## src/rtl/wb_regfile_pkg.sv

```systemverilog
// -----------------------------------------------------------------------------
// wb_regfile_pkg
//   Shared processor definitions used by the write-back register file:
//   register indices, CCR bit positions, the default reset stack pointer,
//   and the CCR update operation decoded each cycle.
// -----------------------------------------------------------------------------
package wb_regfile_pkg;

  localparam int unsigned DATA_W   = 8;
  localparam int unsigned CCR_W    = 4;
  localparam int unsigned CNT_W    = 16;
  localparam int unsigned NUM_REGS = 4;

  // Register indices; R3 doubles as the stack pointer.
  localparam logic [1:0] R0     = 2'd0;
  localparam logic [1:0] R1     = 2'd1;
  localparam logic [1:0] R2     = 2'd2;
  localparam logic [1:0] R3     = 2'd3;
  localparam logic [1:0] SP_IDX = R3;

  // CCR bit positions.
  localparam int unsigned CCR_Z = 0;
  localparam int unsigned CCR_N = 1;
  localparam int unsigned CCR_C = 2;
  localparam int unsigned CCR_V = 3;

  localparam logic [DATA_W-1:0] RESET_SP_DEFAULT = 8'hFF;

  // What happens to CCR / shadow CCR this cycle.
  typedef enum logic [1:0] {
    CCR_HOLD,
    CCR_LOAD,
    CCR_SAVE,
    CCR_RESTORE
  } ccr_op_e;

  // Restore dominates save (a simultaneous request is a restore only);
  // save suppresses the normal flag load from write-back.
  function automatic ccr_op_e ccr_op(input logic valid,
                                     input logic save,
                                     input logic restore);
    ccr_op_e op;
    if (restore)    op = CCR_RESTORE;
    else if (save)  op = CCR_SAVE;
    else if (valid) op = CCR_LOAD;
    else            op = CCR_HOLD;
    return op;
  endfunction

endpackage

```

## src/rtl/wb_regfile_bypass_mux.sv

```systemverilog
// -----------------------------------------------------------------------------
// wb_bypass_mux
//   One decode-stage read port with write-through bypass from write-back.
//   Ports:
//     rd_addr_i  - register index being read
//     regs_i     - current registered contents of R0..R3
//     wr_en_i    - a qualified general register write is happening this cycle
//     wr_addr_i  - target of that write
//     wr_data_i  - data of that write
//     sp_upd_i   - a qualified (non-overridden) SP update is happening
//     sp_data_i  - new SP value of that update
//     rd_data_o  - bypassed read data
// -----------------------------------------------------------------------------
module wb_bypass_mux
  import wb_regfile_pkg::*;
(
  input  logic [1:0]                        rd_addr_i,
  input  logic [NUM_REGS-1:0][DATA_W-1:0]   regs_i,
  input  logic                              wr_en_i,
  input  logic [1:0]                        wr_addr_i,
  input  logic [DATA_W-1:0]                 wr_data_i,
  input  logic                              sp_upd_i,
  input  logic [DATA_W-1:0]                 sp_data_i,
  output logic [DATA_W-1:0]                 rd_data_o
);

  // The general write is checked first so that a write to R3 wins over a
  // concurrent SP update, matching what the register will actually hold.
  always_comb begin
    rd_data_o = regs_i[rd_addr_i];
    if (wr_en_i && (wr_addr_i == rd_addr_i)) begin
      rd_data_o = wr_data_i;
    end else if (sp_upd_i && (rd_addr_i == SP_IDX)) begin
      rd_data_o = sp_data_i;
    end
  end

endmodule

```

## src/rtl/wb_regfile.sv

```systemverilog
// -----------------------------------------------------------------------------
// wb_regfile
//   Write-back stage register file: four 8-bit registers (R3 = SP), a 4-bit
//   CCR with a shadow copy for interrupt entry / RTI, and a 16-bit count of
//   retired (valid) write-back cycles.
//   Ports:
//     clk, reset         - clock; asynchronous active-low reset
//     wb_*               - MEM/WB register outputs; ignored while wb_valid=0
//     save_flags         - copy CCR into shadow CCR (interrupt entry)
//     restore_flags      - copy shadow CCR into CCR (RTI); dominates save
//     rd_addr_a/b        - decode-stage read addresses
//     rd_data_a/b        - read data with same-cycle write-through bypass
//     sp_out, ccr_out    - registered R3 and CCR (no bypass)
//     retired_count      - registered retire counter, wraps at 16 bits
// -----------------------------------------------------------------------------
module wb_regfile
  import wb_regfile_pkg::*;
#(
  parameter logic [7:0] RESET_SP = RESET_SP_DEFAULT
) (
  input  logic        clk,
  input  logic        reset,
  input  logic [7:0]  wb_data,
  input  logic [1:0]  wb_dest_reg,
  input  logic        wb_write_enable,
  input  logic        wb_valid,
  input  logic [3:0]  wb_flags,
  input  logic        wb_update_sp,
  input  logic [7:0]  wb_new_sp,
  input  logic        save_flags,
  input  logic        restore_flags,
  input  logic [1:0]  rd_addr_a,
  input  logic [1:0]  rd_addr_b,
  output logic [7:0]  rd_data_a,
  output logic [7:0]  rd_data_b,
  output logic [7:0]  sp_out,
  output logic [3:0]  ccr_out,
  output logic [15:0] retired_count
);

  logic [NUM_REGS-1:0][DATA_W-1:0] regs_q, regs_d;
  logic [CCR_W-1:0]                ccr_q, ccr_d;
  logic [CCR_W-1:0]                shadow_q, shadow_d;
  logic [CNT_W-1:0]                cnt_q, cnt_d;

  logic    wr_en;
  logic    sp_upd;
  ccr_op_e ccr_sel;

  // Qualified write-back actions; everything from wb_* is gated by wb_valid.
  assign wr_en   = wb_valid & wb_write_enable;
  assign sp_upd  = wb_valid & wb_update_sp & ~(wr_en & (wb_dest_reg == SP_IDX));
  assign ccr_sel = ccr_op(wb_valid, save_flags, restore_flags);

  always_comb begin
    regs_d = regs_q;
    if (sp_upd) begin
      regs_d[SP_IDX] = wb_new_sp;
    end
    if (wr_en) begin
      regs_d[wb_dest_reg] = wb_data;
    end
  end

  always_comb begin
    ccr_d    = ccr_q;
    shadow_d = shadow_q;
    unique case (ccr_sel)
      CCR_RESTORE: ccr_d    = shadow_q;
      CCR_SAVE:    shadow_d = ccr_q;
      CCR_LOAD:    ccr_d    = wb_flags;
      default:     ;
    endcase
  end

  always_comb begin
    cnt_d = cnt_q;
    if (wb_valid) begin
      cnt_d = cnt_q + 16'd1;
    end
  end

  always_ff @(posedge clk or negedge reset) begin
    if (!reset) begin
      regs_q[R0]     <= '0;
      regs_q[R1]     <= '0;
      regs_q[R2]     <= '0;
      regs_q[SP_IDX] <= RESET_SP;
      ccr_q          <= '0;
      shadow_q       <= '0;
      cnt_q          <= '0;
    end else begin
      regs_q   <= regs_d;
      ccr_q    <= ccr_d;
      shadow_q <= shadow_d;
      cnt_q    <= cnt_d;
    end
  end

  wb_bypass_mux u_bypass_a (
    .rd_addr_i (rd_addr_a),
    .regs_i    (regs_q),
    .wr_en_i   (wr_en),
    .wr_addr_i (wb_dest_reg),
    .wr_data_i (wb_data),
    .sp_upd_i  (sp_upd),
    .sp_data_i (wb_new_sp),
    .rd_data_o (rd_data_a)
  );

  wb_bypass_mux u_bypass_b (
    .rd_addr_i (rd_addr_b),
    .regs_i    (regs_q),
    .wr_en_i   (wr_en),
    .wr_addr_i (wb_dest_reg),
    .wr_data_i (wb_data),
    .sp_upd_i  (sp_upd),
    .sp_data_i (wb_new_sp),
    .rd_data_o (rd_data_b)
  );

  assign sp_out        = regs_q[SP_IDX];
  assign retired_count = cnt_q;

  always_comb begin
    ccr_out        = '0;
    ccr_out[CCR_Z] = ccr_q[CCR_Z];
    ccr_out[CCR_N] = ccr_q[CCR_N];
    ccr_out[CCR_C] = ccr_q[CCR_C];
    ccr_out[CCR_V] = ccr_q[CCR_V];
  end

endmodule

```

## config.mk

```make
export PLATFORM = sky130hd
export DESIGN_NAME = wb_regfile
export DESIGN_NICKNAME = d
export VERILOG_FILES = /design/src/rtl/wb_regfile_pkg.sv /design/src/rtl/wb_regfile_bypass_mux.sv /design/src/rtl/wb_regfile.sv
export SDC_FILE = /design/constraint.sdc
export NUM_CORES = 1
export LEC_CHECK = 0
export ABC_AREA = 1
export BUFFER_PORTS_ARGS = -buffer_cell sky130_fd_sc_hd__buf_4
export CORE_MARGIN = 4
export CORE_UTILIZATION = 25
export CTS_CLUSTER_SIZE = 40
export DETAILED_ROUTE_END_ITERATION = 8
export HOLD_SLACK_MARGIN = 0.02
export RECOVER_POWER = 50
export SLEW_MARGIN = 20
export SYNTH_ARGS = -nofsm -noshare
export SYNTH_HDL_FRONTEND = slang
export SYNTH_SLANG_ARGS = --single-unit
```

## constraint.sdc

```tcl
create_clock -name clk -period 3.4 [get_ports clk]
set_clock_uncertainty 0.05 [all_clocks]
set_input_delay 0.34 -clock clk [delete_from_list [all_inputs] [get_ports clk]]
set_output_delay 0.34 -clock clk [all_outputs]
set_load 0.02 [all_outputs]
```

-- Word-level counts from Yosys, hierarchy flattened
Cells that the tools add are included.
- add/sub/neg operators: 1
- magnitude comparators: 4
- equal/unequal tests: 8
- muxes and demuxes: 17
- bitwise operators: 5
- reductions and logical operators: 6
- operators with widths (cell ; number):
    $mux 8 ; 8
    $bmux 8 s2 ; 2
    $bwmux 32 ; 1
    $mux 32 ; 1
    $add 16x1->16 const B ; 1
    $demux 8 s2 ; 1
    $eq 2x2->1 const B ; 5
    $lt 2x3->1 const B ; 3
    $pmux 4 s2 ; 1
    $logic_and 1x1->1 ; 5
    $and 1x1->1 ; 4
    $eq 2x2->1 ; 2
    $mux 2 ; 2
    $eq 2x1->1 const B ; 1
    $ge 2x1->1 const B ; 1
    $reduce_bool 2->1 ; 1
    $mux 1 ; 1
    $not 1->1 ; 1
- register bits: 56
- input bits: 33
- output and inout port bits: 44
- word-level logic and storage cells: 48

-- Depth between registers and ports, before layout
Gate-level depths: netlist of run 1.
- word-level depth: 7
- mapped depth: 10
- gate-level depth less buffers: 8

-- Hierarchy
A second synthesis of run 1 with hierarchy kept.
- cells, all modules: 499
- area total of the unflattened synthesis: 3634.7 µm²
- modules (own cells, without submodules) (module ; times used ; cells each ; area an instance (µm²) ; seq. area each (µm²)):
    wb_regfile ; 1 ; 269 ; 2496.1 ; 1411.4
    wb_bypass_mux ; 2 ; 115 ; 569.3 ; 0.0

-- Worst setup path before layout of run 1
No wires, ideal clock.
- path kind: in2out
- from: in rd_addr_b[0]
- to: out rd_data_b[5]
- arrival: 1.242 ns
- required time: 3.010 ns
- slack: 1.768 ns
- stages on the path: 10
- buffers on the path: 2
- path through: buf_4 inv_1 buf_2 nand2_1 nand3_1 nand2_1 nand2_1 nand2_1 nand2_1 nand2_1
- cells in the longest elaborated chain, start to end: 4
- elaborated cells between the ends (all ways): 8
- those cells by class: 2 x eq/ne; 4 x mux; 2 x reduce/logical
- ends and longest elaborated chain (element ; line ; source):
    from (decl) ; wb_regfile.sv:33 ; input logic [1:0] rd_addr_b,
    $bmux 8 s2 / $eq 2x2->1 (equally long branches) ; wb_regfile_bypass_mux.sv:30, wb_regfile_bypass_mux.sv:33 ;
    $mux 8 (implied by the code) / $logic_and 1x1->1 (equally long branches) ; wb_regfile_bypass_mux.sv:30, wb_regfile_bypass_mux.sv:33 ;
    $mux 8 ; wb_regfile_bypass_mux.sv:33 ; end else if (sp_upd_i && (rd_addr_i == SP_IDX)) begin
    $mux 8 (*) ; wb_regfile_bypass_mux.sv:31 ; if (wr_en_i && (wr_addr_i == rd_addr_i)) begin
    to (decl) ; wb_regfile.sv:35 ; output logic [7:0] rd_data_b,
Mark *: on every way between the ends. The rest lies on a longest branch, timed or not. The select of a mux whose other input is x is not followed.

-- Worst setup path after layout of run 1
- from: in wb_valid
- to: out rd_data_a[6]
- cells in the longest elaborated chain, start to end: 7
- elaborated cells between the ends (all ways): 9
- those cells by class: 2 x mux; 5 x bitwise; 2 x reduce/logical
- ends and longest elaborated chain (element ; line ; source):
    from (decl) ; wb_regfile.sv:26 ; input logic wb_valid,
    $and 1x1->1 ; wb_regfile.sv:51 ; assign wr_en = wb_valid & wb_write_enable;
    $and 1x1->1 ; wb_regfile.sv:52 ; assign sp_upd = wb_valid & wb_update_sp & ~(wr_en & (wb_dest_reg == SP_IDX));
    $not 1->1 ; wb_regfile.sv:52 ;
    $and 1x1->1 ; wb_regfile.sv:52 ;
    $logic_and 1x1->1 ; wb_regfile_bypass_mux.sv:33 ;
    $mux 8 ; wb_regfile_bypass_mux.sv:33 ;
    $mux 8 (*) ; wb_regfile_bypass_mux.sv:31 ;
    to (decl) ; wb_regfile.sv:34 ; output logic [7:0] rd_data_a,
Mark *: on every way between the ends. The rest lies on a longest branch, timed or not.

==> metrics.txt, run 1 <==
status=complete, no violations; Layout Area Growth over Synthesis=21.4%; postcts setup bufs=0; PostCTS Resize Cnt=0; Yosys top cell area share=0.335; First-pass DRT Iterations=4; RD Place Congestion=0.822; nets=621; FF-to-FF Start=retired_count[0]; synth top area cells=dfrtp_1 (34%), nand2_1 (23%), nand3_1 (7.5%); CTS max path bufs=2; row count=43; CTS tree=built; CP Capture Type=primary output; Port Buffer Count=76; Setup Viol. Count Final=0; synthesized area=3580 sq um; fin crit share=0.748; layout cells sized above 1=0.172; Antenna Cells=0; CP Launch Type=input port; P_sw=0.793 mW; # H-tree levels=2; Pwr Total=2.25 mW; Clock Power Share=0.260; Yosys warnings=0; R2R setup slack=1.81 ns; Clock Latency Late Sink=0.29 ns; Comb pwr share=0.337; crit path from=wb_valid; io pins=77; worst path arrival time=2.15 ns; sequential share of power=0.403; DIE HEIGHT=128 microns; Net Sw Frac=0.352; Slew HR=0.0404; Max Cap Viol=0; crit-path max FO=18; WHS Endpoint=ccr_out[2]; final hold viol count=0; sequential fraction of the synthesis area=0.394; Reg clk slew, reported paths=0.07 ns; CP Class=input port to primary output; Fin Setup TNS=0 ns; cell count after synthesis=526; detailed-route via count=3407; min cycle time layout=2.54 ns; syn nets=560; wire per inst=12.8 microns; most area-hungry cell type in the Yosys netlist=dfrtp_1; Post-synth EDFFs=0; most frequent cells after synthesis=nand2_1 (222), inv_1 (70), nand3_1 (54), dfrtp_1 (48), o21ai_0 (44); Post-Syn Area per Cell=6.81 sq um; total power divided by cell area=518 nW/um^2; number of global-route vias before repair=3346; CTS sink count=56; Reg2Reg Depth=8; DP Wirelength=7420 microns; Worst Path Required=3.01 ns; Yosys reg bits=56; RSZ-0062 raised after global routing=false; initial core utilization=0.257; Die Span X=128 microns; # fillers=1508; largest net degree at the start of global routing=57; Final Slew Violations=0; P_int=1.46 mW; Post-synth ARST share=1.00; Core Region=13900 sq um; Routed WL=9830 microns; Hold WC Path Type=input port to register; die area=16300 sq um; CTS buffer count=5; post-synth cell types=28; count leader, synth=nand2_1; Iter 0 DRT Violations=214; hold-fix buffers at CTS=0; antenna violations before repair=0; CTS Root Cell=clkbuf_16; fmax=393 MHz; DRC Markers=0; Post-DRT Antenna Nets=0; grt ovf=0; Leak=2.37 nW; vias per cell=4.44; predominant post-synthesis flop cell=dfrtp_1; reg-to-reg endpoint=retired_count[14]; first-pass GRT wire length=16400 microns; min-delay src=wb_flags[2]; Max IR drop VDD=0.220 mV; Tot GR Track Use=0.122; Slew @ Worst Pin=1.44 ns; Worst Hold Depth=3
[layout make-up]
type                       count  area (sq um)  area share
clock inverter                 2          35.0     0.00806
clock buffer                   6           129      0.0296
sequential                    56          1410       0.325
timing repair buffer          76           564       0.130
tap                          180           225      0.0518
inverter                      73           274      0.0630
multi-input combinational    375          1710       0.393
[worst max-delay path, stage by stage]
cell and delay [ns]:
buf_4 0.15, nand2_1 0.10, nor2_1 0.82, nor2_8 0.13, nand2_2 0.21, nand2_1 0.09, nand2_1 0.06, nand2_1 0.04
nand2_1 0.06, buf_4 0.14
[metal layers]
layer	global-route usage	wire length (microns)	vias to the layer above
met1	0.162	4400	1590
met5	0	0	-
li1	-	-	1740
met4	0.0318	119	0
met3	0.0200	412	10
met2	0.205	4900	67
[cells in the final DEF, fill, tap and decap left out, types with 2 or more instances in the layout]
cell / netlist / routed
a21oi_1: 9 / 9
buf_4: 11 / 74
clkbuf_1: 1 / 2
clkbuf_16: 0 / 5
clkinv_1: 2 / 2
dfrtp_1: 48 / 48
dfstp_2: 8 / 8
inv_1: 70 / 70
nand2_1: 222 / 225
nand2_2: 6 / 4
nand3_1: 54 / 54
nand3_2: 2 / 2
nand4_1: 3 / 3
nor2_1: 4 / 6
nor3_1: 2 / 2
o211ai_1: 4 / 4
o21ai_0: 44 / 44
xnor2_1: 6 / 6
xor2_1: 10 / 10
[cell families after synthesis]
kind of cell,synth area share
XOR/XNOR,0.0391
flip-flops,0.394
AND/OR/NAND/NOR,0.361
buffers and inverters,0.120
adder cells (fa/ha/maj),0.00349
AO/OA/AOI/OAI,0.0824
[worst max path at each step]
stage | end | depth (start not counted)
global placement | rd_data_b[5] | 9
finish | rd_data_a[6] | 10
CTS | rd_data_a[6] | 9
global route | rd_data_b[0] | 10
detailed placement | rd_data_a[6] | 9
floorplan | rd_data_b[5] | 10
[power groups by stage]
| stage | registers [mW] | logic (mW) | clock network (mW) |
|---|---|---|---|
| floorplan | 0.966 | 0.445 | 0 |
| detailed placement | 0.920 | 0.776 | 0 |
| global route | 0.929 | 0.861 | 0.630 |
| global placement | 0.918 | 0.771 | 0 |
| finish | 0.907 | 0.759 | 0.585 |
| CTS | 0.908 | 0.779 | 0.603 |
[through the flow]
stage	setup slack, ns	utilization	instance area [sq um]	instances	hold WS, ns
finish	0.857	0.312	4350	768	0.222
detailed placement	1.34	0.303	4220	760	0.405
global route	0.639	0.312	4350	768	0.223
global placement	1.37	0.303	4220	760	0.400
floorplan	1.77	-	3580	526	-0.00559
CTS	1.34	0.315	4390	768	0.0848
Note: power is estimated with default switching activity, not from simulation.
==> inputs of run 2 (changes only) <==
clock period = 2.65 ns   (was 3.4 ns; I/O delays follow)
==> run 2 against run 1 <==
Against the previous run: sequential power up 28%; first-iteration DRC count shrank 18%; worst hold slack worse by 0.077 ns; highest routed layer unchanged; critical endpoint is now rd_data_a[4]; die area is the same; wire length down 0.79%; global-route usage rose by 0.14 points; sequential share of layout area rose by 0.51 points.
==> metrics.txt, run 2 (same netlist as run 1, synthesis figures left out) <==
status=complete, no violations; most used cell, CP=nand2_1; reg-to-reg endpoint=retired_count[14]; top cell family by delay on the critical path=simple AND/OR/NAND/NOR gates; Layout Area Growth over Synthesis=19.5%; Setup Viol. Count Final=0 (unchanged); Clock Power Share=0.236 (-0.024); CP Buf/Inv Count=2 (unchanged); largest net degree at the start of global routing=57 (unchanged); Die Span X=128 microns (unchanged); R2R setup slack=1.04 ns (-0.77 ns); nets=622 (+0.16%); Port Buffer Count=76 (unchanged); PostCTS Resize Cnt=0 (unchanged); Clock Latency Late Sink=0.29 ns (about the same); WHS Endpoint=ccr_out[2]; CTS sink count=56 (unchanged); CP cell instances=buf_4 -> nand2_2 -> nor2_8 -> nand2_2 -> nand2_1 -> nand2_1 -> nand2_1 -> nand2_1 -> buf_4; io pins=77 (unchanged); fin crit share=0.714; most frequent cells in the layout=nand2_1 (224), inv_1 (70), nand3_1 (54), buf_4 (54), dfrtp_1 (48); vias per cell=4.34 (-2.2%); fmax=529 MHz; DP Wirelength=7430 microns (+0.14%); Hold WC Path Type=input port to register; hold_ws=0.144 ns (-0.0773 ns); P_int=1.72 mW (+18%); antenna violations before repair=0 (unchanged); global routing usage on met1=0.163 (+0.000169); Leak=2.31 nW (-2.7%); detailed-route via count=3336 (-2.1%); RSZ-0062 raised after global routing=false; die area=16300 sq um (unchanged); wire per inst=12.7 microns (-0.92%); first-pass GRT wire length=16600 microns (+1.1%); Reg clk slew, reported paths=0.07 ns (about the same); placed cell areas=4220 sq um (unchanged); Net Sw Frac=0.370 (+0.0177); Max Cap Viol=0 (unchanged); Reg2Reg Depth=8 (unchanged); min-delay src=wb_flags[2]; First-pass DRT Iterations=4 (unchanged); initial core utilization=0.257 (unchanged); RD Place Congestion=0.821 (about the same); FF-to-FF Start=retired_count[0]; Comb pwr share=0.339 (+0.002); CTS buffer count=5 (unchanged); Antenna Cells=0 (unchanged); layout cells sized above 1=0.132 (-0.0393); final hold viol count=0 (unchanged); Fin Setup TNS=0 ns (unchanged); Slew HR=0.0425 (+0.00207); Routed WL=9750 microns (-0.79%); CTS max path bufs=2 (unchanged); CP Capture Type=primary output; grt met2 use=0.206 (+0.000929); # H-tree levels=2 (unchanged); grt ovf=0 (unchanged); CP Launch Type=input port; CP Class=input port to primary output; min cycle time layout=1.89 ns; global-route met3 utilization=0.0238 (+0.00375); worst path arrival time=1.58 ns (-0.57 ns); Crit-path slowest cell=nor2_8; P_sw=1.01 mW (+27%); Post-DRT Antenna Nets=0 (unchanged); Pwr Total=2.73 mW (+21%); Final Core Density=0.307 (-0.00485); Tot GR Track Use=0.123 (+0.00136); Slew @ Worst Pin=1.44 ns (-0.00311 ns); Worst Path Required=2.34 ns (-0.67 ns); row count=43 (unchanged); DIE HEIGHT=128 microns (unchanged); DRC Markers=0 (unchanged); Worst path max stage delay=0.31 ns (-0.51 ns); sequential share of power=0.425 (+0.022); hold-fix buffers at CTS=1 (+1); Iter 0 DRT Violations=176 (-18%); Core Region=13900 sq um (unchanged); Max IR drop VDD=0.260 mV (+18%); number of global-route vias before repair=3361 (+0.45%); total power divided by cell area=637 nW/um^2 (+23%); final instance area=4280 sq um (-1.6%); CTS Root Cell=clkbuf_16; Final Slew Violations=0 (unchanged); commonest non-fill, non-tap cell in the layout=nand2_1; grt peak-use layer=met2; crit-path max FO=18 (unchanged); # fillers=1553 (+3.0%); Worst Hold Depth=3 (unchanged); CTS tree=built; postcts setup bufs=0 (unchanged)
run 2: cell count changes in the layout (fill, tap and decap cells not counted), sizes merged:
cell	change
clkbuf	+21
buf	-20
bufinv	-1
dlygate4sd3	+1
run 2: power by group through the flow:
stage	Sequential, mW	Combinational [mW]	Clock, mW
floorplan	1.24	0.570	0
global placement	1.18	0.990	0
detailed placement	1.18	0.999	0
CTS	1.17	1.00	0.673
global route	1.19	1.06	0.705
finish	1.16	0.925	0.645
run 2: final cells by class:
cell class,instances,area (sq um),area share
clock buffer,7,133,0.0310
timing repair buffer,77,499,0.117
sequential,56,1410,0.330
multi-input combinational,375,1730,0.405
inverter,73,274,0.0640
tap,180,225,0.0526
clock inverter,1,5.00,0.00117
run 2: worst max path at each step:
stage,start,endpoint,slack (ns),cells past startpoint
after floorplan,retired_count[0],retired_count[14],1.16,8
after global placement,wb_valid,rd_data_b[5],0.77,9
after detailed placement,wb_valid,rd_data_a[3],0.75,9
after CTS,wb_valid,rd_data_a[4],0.75,9
after global routing,wb_valid,rd_data_b[3],0.55,9
final,wb_valid,rd_data_a[4],0.76,9
run 2: through the flow:
step | cells | worst slack (ns)
finish | 769 | 0.758
global route | 769 | 0.546
CTS | 769 | 0.748
detailed placement | 760 | 0.749
global placement | 760 | 0.767
floorplan | 526 | 1.16
run 2: worst reg2reg max path, stage by stage, from the launching register on:
cell,delay (ns)
dfrtp_1,0.41
ha_1,0.16
nand2_1,0.07
nor2_1,0.24
nand3b_1,0.21
nor2_2,0.20
nand2_1,0.07
nand2_1,0.06
nand2_1,0.04
run 2: routing by layer:
metal	routed length (microns)	vias to the layer above
met3	410	6
met4	78	0
met1	4530	1523
met2	4740	64
li1	-	1743
met5	0	-
==> inputs of run 3 (changes only) <==
ABC_AREA = 0   (was 1)
clock period = 1.9 ns   (was 2.65 ns; I/O delays follow)
==> run 3 against run 2 <==
Against the previous run: critical path depth is 5 lower; clock-buffer cell count did not move; via count fell by 25%; core utilization is 1.2 points higher; worst hold slack got worse by 0.018 ns; sequential power up 48%; clock power rose by 50%; flip-flop and latch count is the same; cell area decreased by 6.2%; sequential share of layout area increased by 2.2 points.
==> metrics.txt, run 3 <==
status=complete, no violations; row count=41 (-4.7%); first-pass GRT wire length=13600 microns (-18%); Reg clk slew, reported paths=0.07 ns (about the same); dpl cells=525 (-31%); DRC Markers=0 (unchanged); CTS buffer count=5 (unchanged); fmax=544 MHz; predominant post-synthesis flop cell=dfrtp_1; Hold WC Path Type=input port to register; CTS Root Cell=clkbuf_16; Yosys warnings=0 (unchanged); reg-to-reg endpoint=retired_count[12]; Max Cap Viol=0 (unchanged); wire per inst=16.4 microns (+29%); final hold viol count=0 (unchanged); # H-tree levels=2 (unchanged); largest net degree at the start of global routing=57 (unchanged); P_int=2.71 mW (+58%); Final Slew Violations=0 (unchanged); detailed-route via count=2505 (-25%); First-pass DRT Iterations=4 (unchanged); synth top area cells=dfrtp_1 (38%), mux2_2 (10%), mux4_2 (7.7%); antenna violations before repair=0 (unchanged); final setup margin=0.0602 ns (-0.698 ns); Die Span X=121 microns (-5.1%); Setup Viol. Count Final=0 (unchanged); Pwr Total=4.04 mW (+48%); FF-to-FF Start=retired_count[0]; layout cells sized above 1=0.357 (+0.225); Worst Path Required=1.66 ns (-0.68 ns); Net Sw Frac=0.330 (-0.0405); Post-synth EDFFs=0 (unchanged); Layout Area Growth over Synthesis=25.4%; worst path arrival time=1.60 ns (+0.02 ns); Yosys reg bits=56 (unchanged); CP Class=register to primary output; placed cell areas=3920 sq um (-7.3%); CP Capture Type=primary output; P_sw=1.33 mW (+32%); syn nets=321 (-43%); RSZ-0062 raised after global routing=false; Slew HR=0.161 (+0.119); Final Core Density=0.319 (+0.0122); Clock Power Share=0.240 (+0.004); R2R setup slack=0.35 ns (-0.69 ns); die area=14700 sq um (-9.9%); cell count after synthesis=287 (-45%); synthesized area=3200 sq um (-11%); Yosys top cell area share=0.375 (+0.0397); nets=395 (-36%); Antenna Cells=0 (unchanged); Post-synth ARST share=1.00 (unchanged); DP Wirelength=6510 microns (-12%); Iter 0 DRT Violations=98 (-44%); post-synth cell types=31 (+11%); CP Launch Type=register; crit path from=sp_out[7]; CP endpoint=rd_data_b[7]; DIE HEIGHT=121 microns (-5.1%); CTS tree=built; RD Place Congestion=0.799 (-2.7%); number of global-route vias before repair=2486 (-26%); Port Buffer Count=76 (unchanged); Post-DRT Antenna Nets=0 (unchanged); sequential fraction of the synthesis area=0.441 (+0.0466); Fin Setup TNS=0 ns (unchanged); final instance area=4020 sq um (-6.2%); Clock Latency Late Sink=0.29 ns (about the same); most frequent cells in the layout=buf_4 (69), nand2_1 (48), dfrtp_1 (48); Leak=1.78 nW (-23%); Slew @ Worst Pin=1.26 ns (-0.178 ns); Routed WL=8750 microns (-10%); commonest non-fill, non-tap cell in the layout=buf_4; fin crit share=0.968; hold_ws=0.126 ns (-0.0182 ns); Cell Count, Final, Fillers Out=533 (-31%); Max IR drop VDD=0.610 mV (+130%); postcts setup bufs=0 (unchanged); min cycle time layout=1.84 ns; Core Region=12600 sq um (-9.8%); vias per cell=4.70 (+8.3%); initial core utilization=0.255 (-0.00222); DP Worst Slack=0.142 ns (-0.607 ns); io pins=77 (unchanged); sequential share of power=0.427 (+0.002); CTS max path bufs=2 (unchanged); most area-hungry cell type in the Yosys netlist=dfrtp_1; Comb pwr share=0.334 (-0.005); grt ovf=0 (unchanged); min-delay src=wb_data[4]; CTS sink count=56 (unchanged); most frequent cells after synthesis=dfrtp_1 (48), nand2_1 (48), mux2_2 (29), nor2_1 (29), a31oi_1 (16); total power divided by cell area=1010 nW/um^2 (+58%); Post-Syn Area per Cell=11.2 sq um (+64%); Reg2Reg Depth=5 (-3); Tot GR Track Use=0.120 (-0.00297); crit-path max FO=4 (-14)
run 3: cell types whose count changed after synthesis, sizes merged, moves of 16 or more:
cell	change
nand2	-181
nor2	+20
mux4	+16
inv	-71
a31oi	+16
mux2	+29
nand3	-51
o21ai	-40
run 3: worst min path at each step:
stage	endpoint	cells after the start
floorplan	async pin	0
global placement	async pin	1
detailed placement	async pin	1
CTS	ccr_out[0]	2
global route	sp_out[4]	3
finish	sp_out[4]	3
run 3: cell families after synthesis:
group | count (synthesis) | synth area share
compound gates | 28 | 0.0500
xor+xnor | 19 | 0.0520
mux | 57 | 0.258
buf+inv | 24 | 0.0555
simple gates | 102 | 0.140
fa+ha+maj | 1 | 0.00391
flops | 56 | 0.441
run 3: repair_timing:
item                                    in CTS  in global routing
hold buffers                                 1                  0
endpoints found under the hold margin       48                  0
endpoints found under the setup margin       0                  3
gates resized for setup                      0                  3
run 3: power by group through the flow:
stage	Combinational, mW	Sequential, mW	Clock, mW
global placement	1.38	1.72	0
floorplan	0.800	1.78	0
finish	1.35	1.72	0.968
global route	1.45	1.77	1.05
detailed placement	1.41	1.74	0
CTS	1.41	1.73	1.01
run 3: metal layers:
layer | vias up | wire [microns] | global-route usage
met5 | - | 0 | 0
met4 | 0 | 190 | 0.0385
met3 | 16 | 682 | 0.0336
met2 | 102 | 4120 | 0.196
met1 | 1223 | 3750 | 0.154
li1 | 1164 | - | -
run 3: critical path, cell delays in order (launching register included):
cell     delay, ns
dfstp_2       0.56
mux4_1        0.21
nand2_1       0.05
a31oi_1       0.28
buf_4         0.20
run 3: cell type report:
type / instances / area (sq um)
repair buffers: 91 / 608
multi-input cells: 207 / 1630
clock buffers: 7 / 153
fillers: 1311 / 8550
well taps: 172 / 215
flip-flops and latches: 56 / 1410
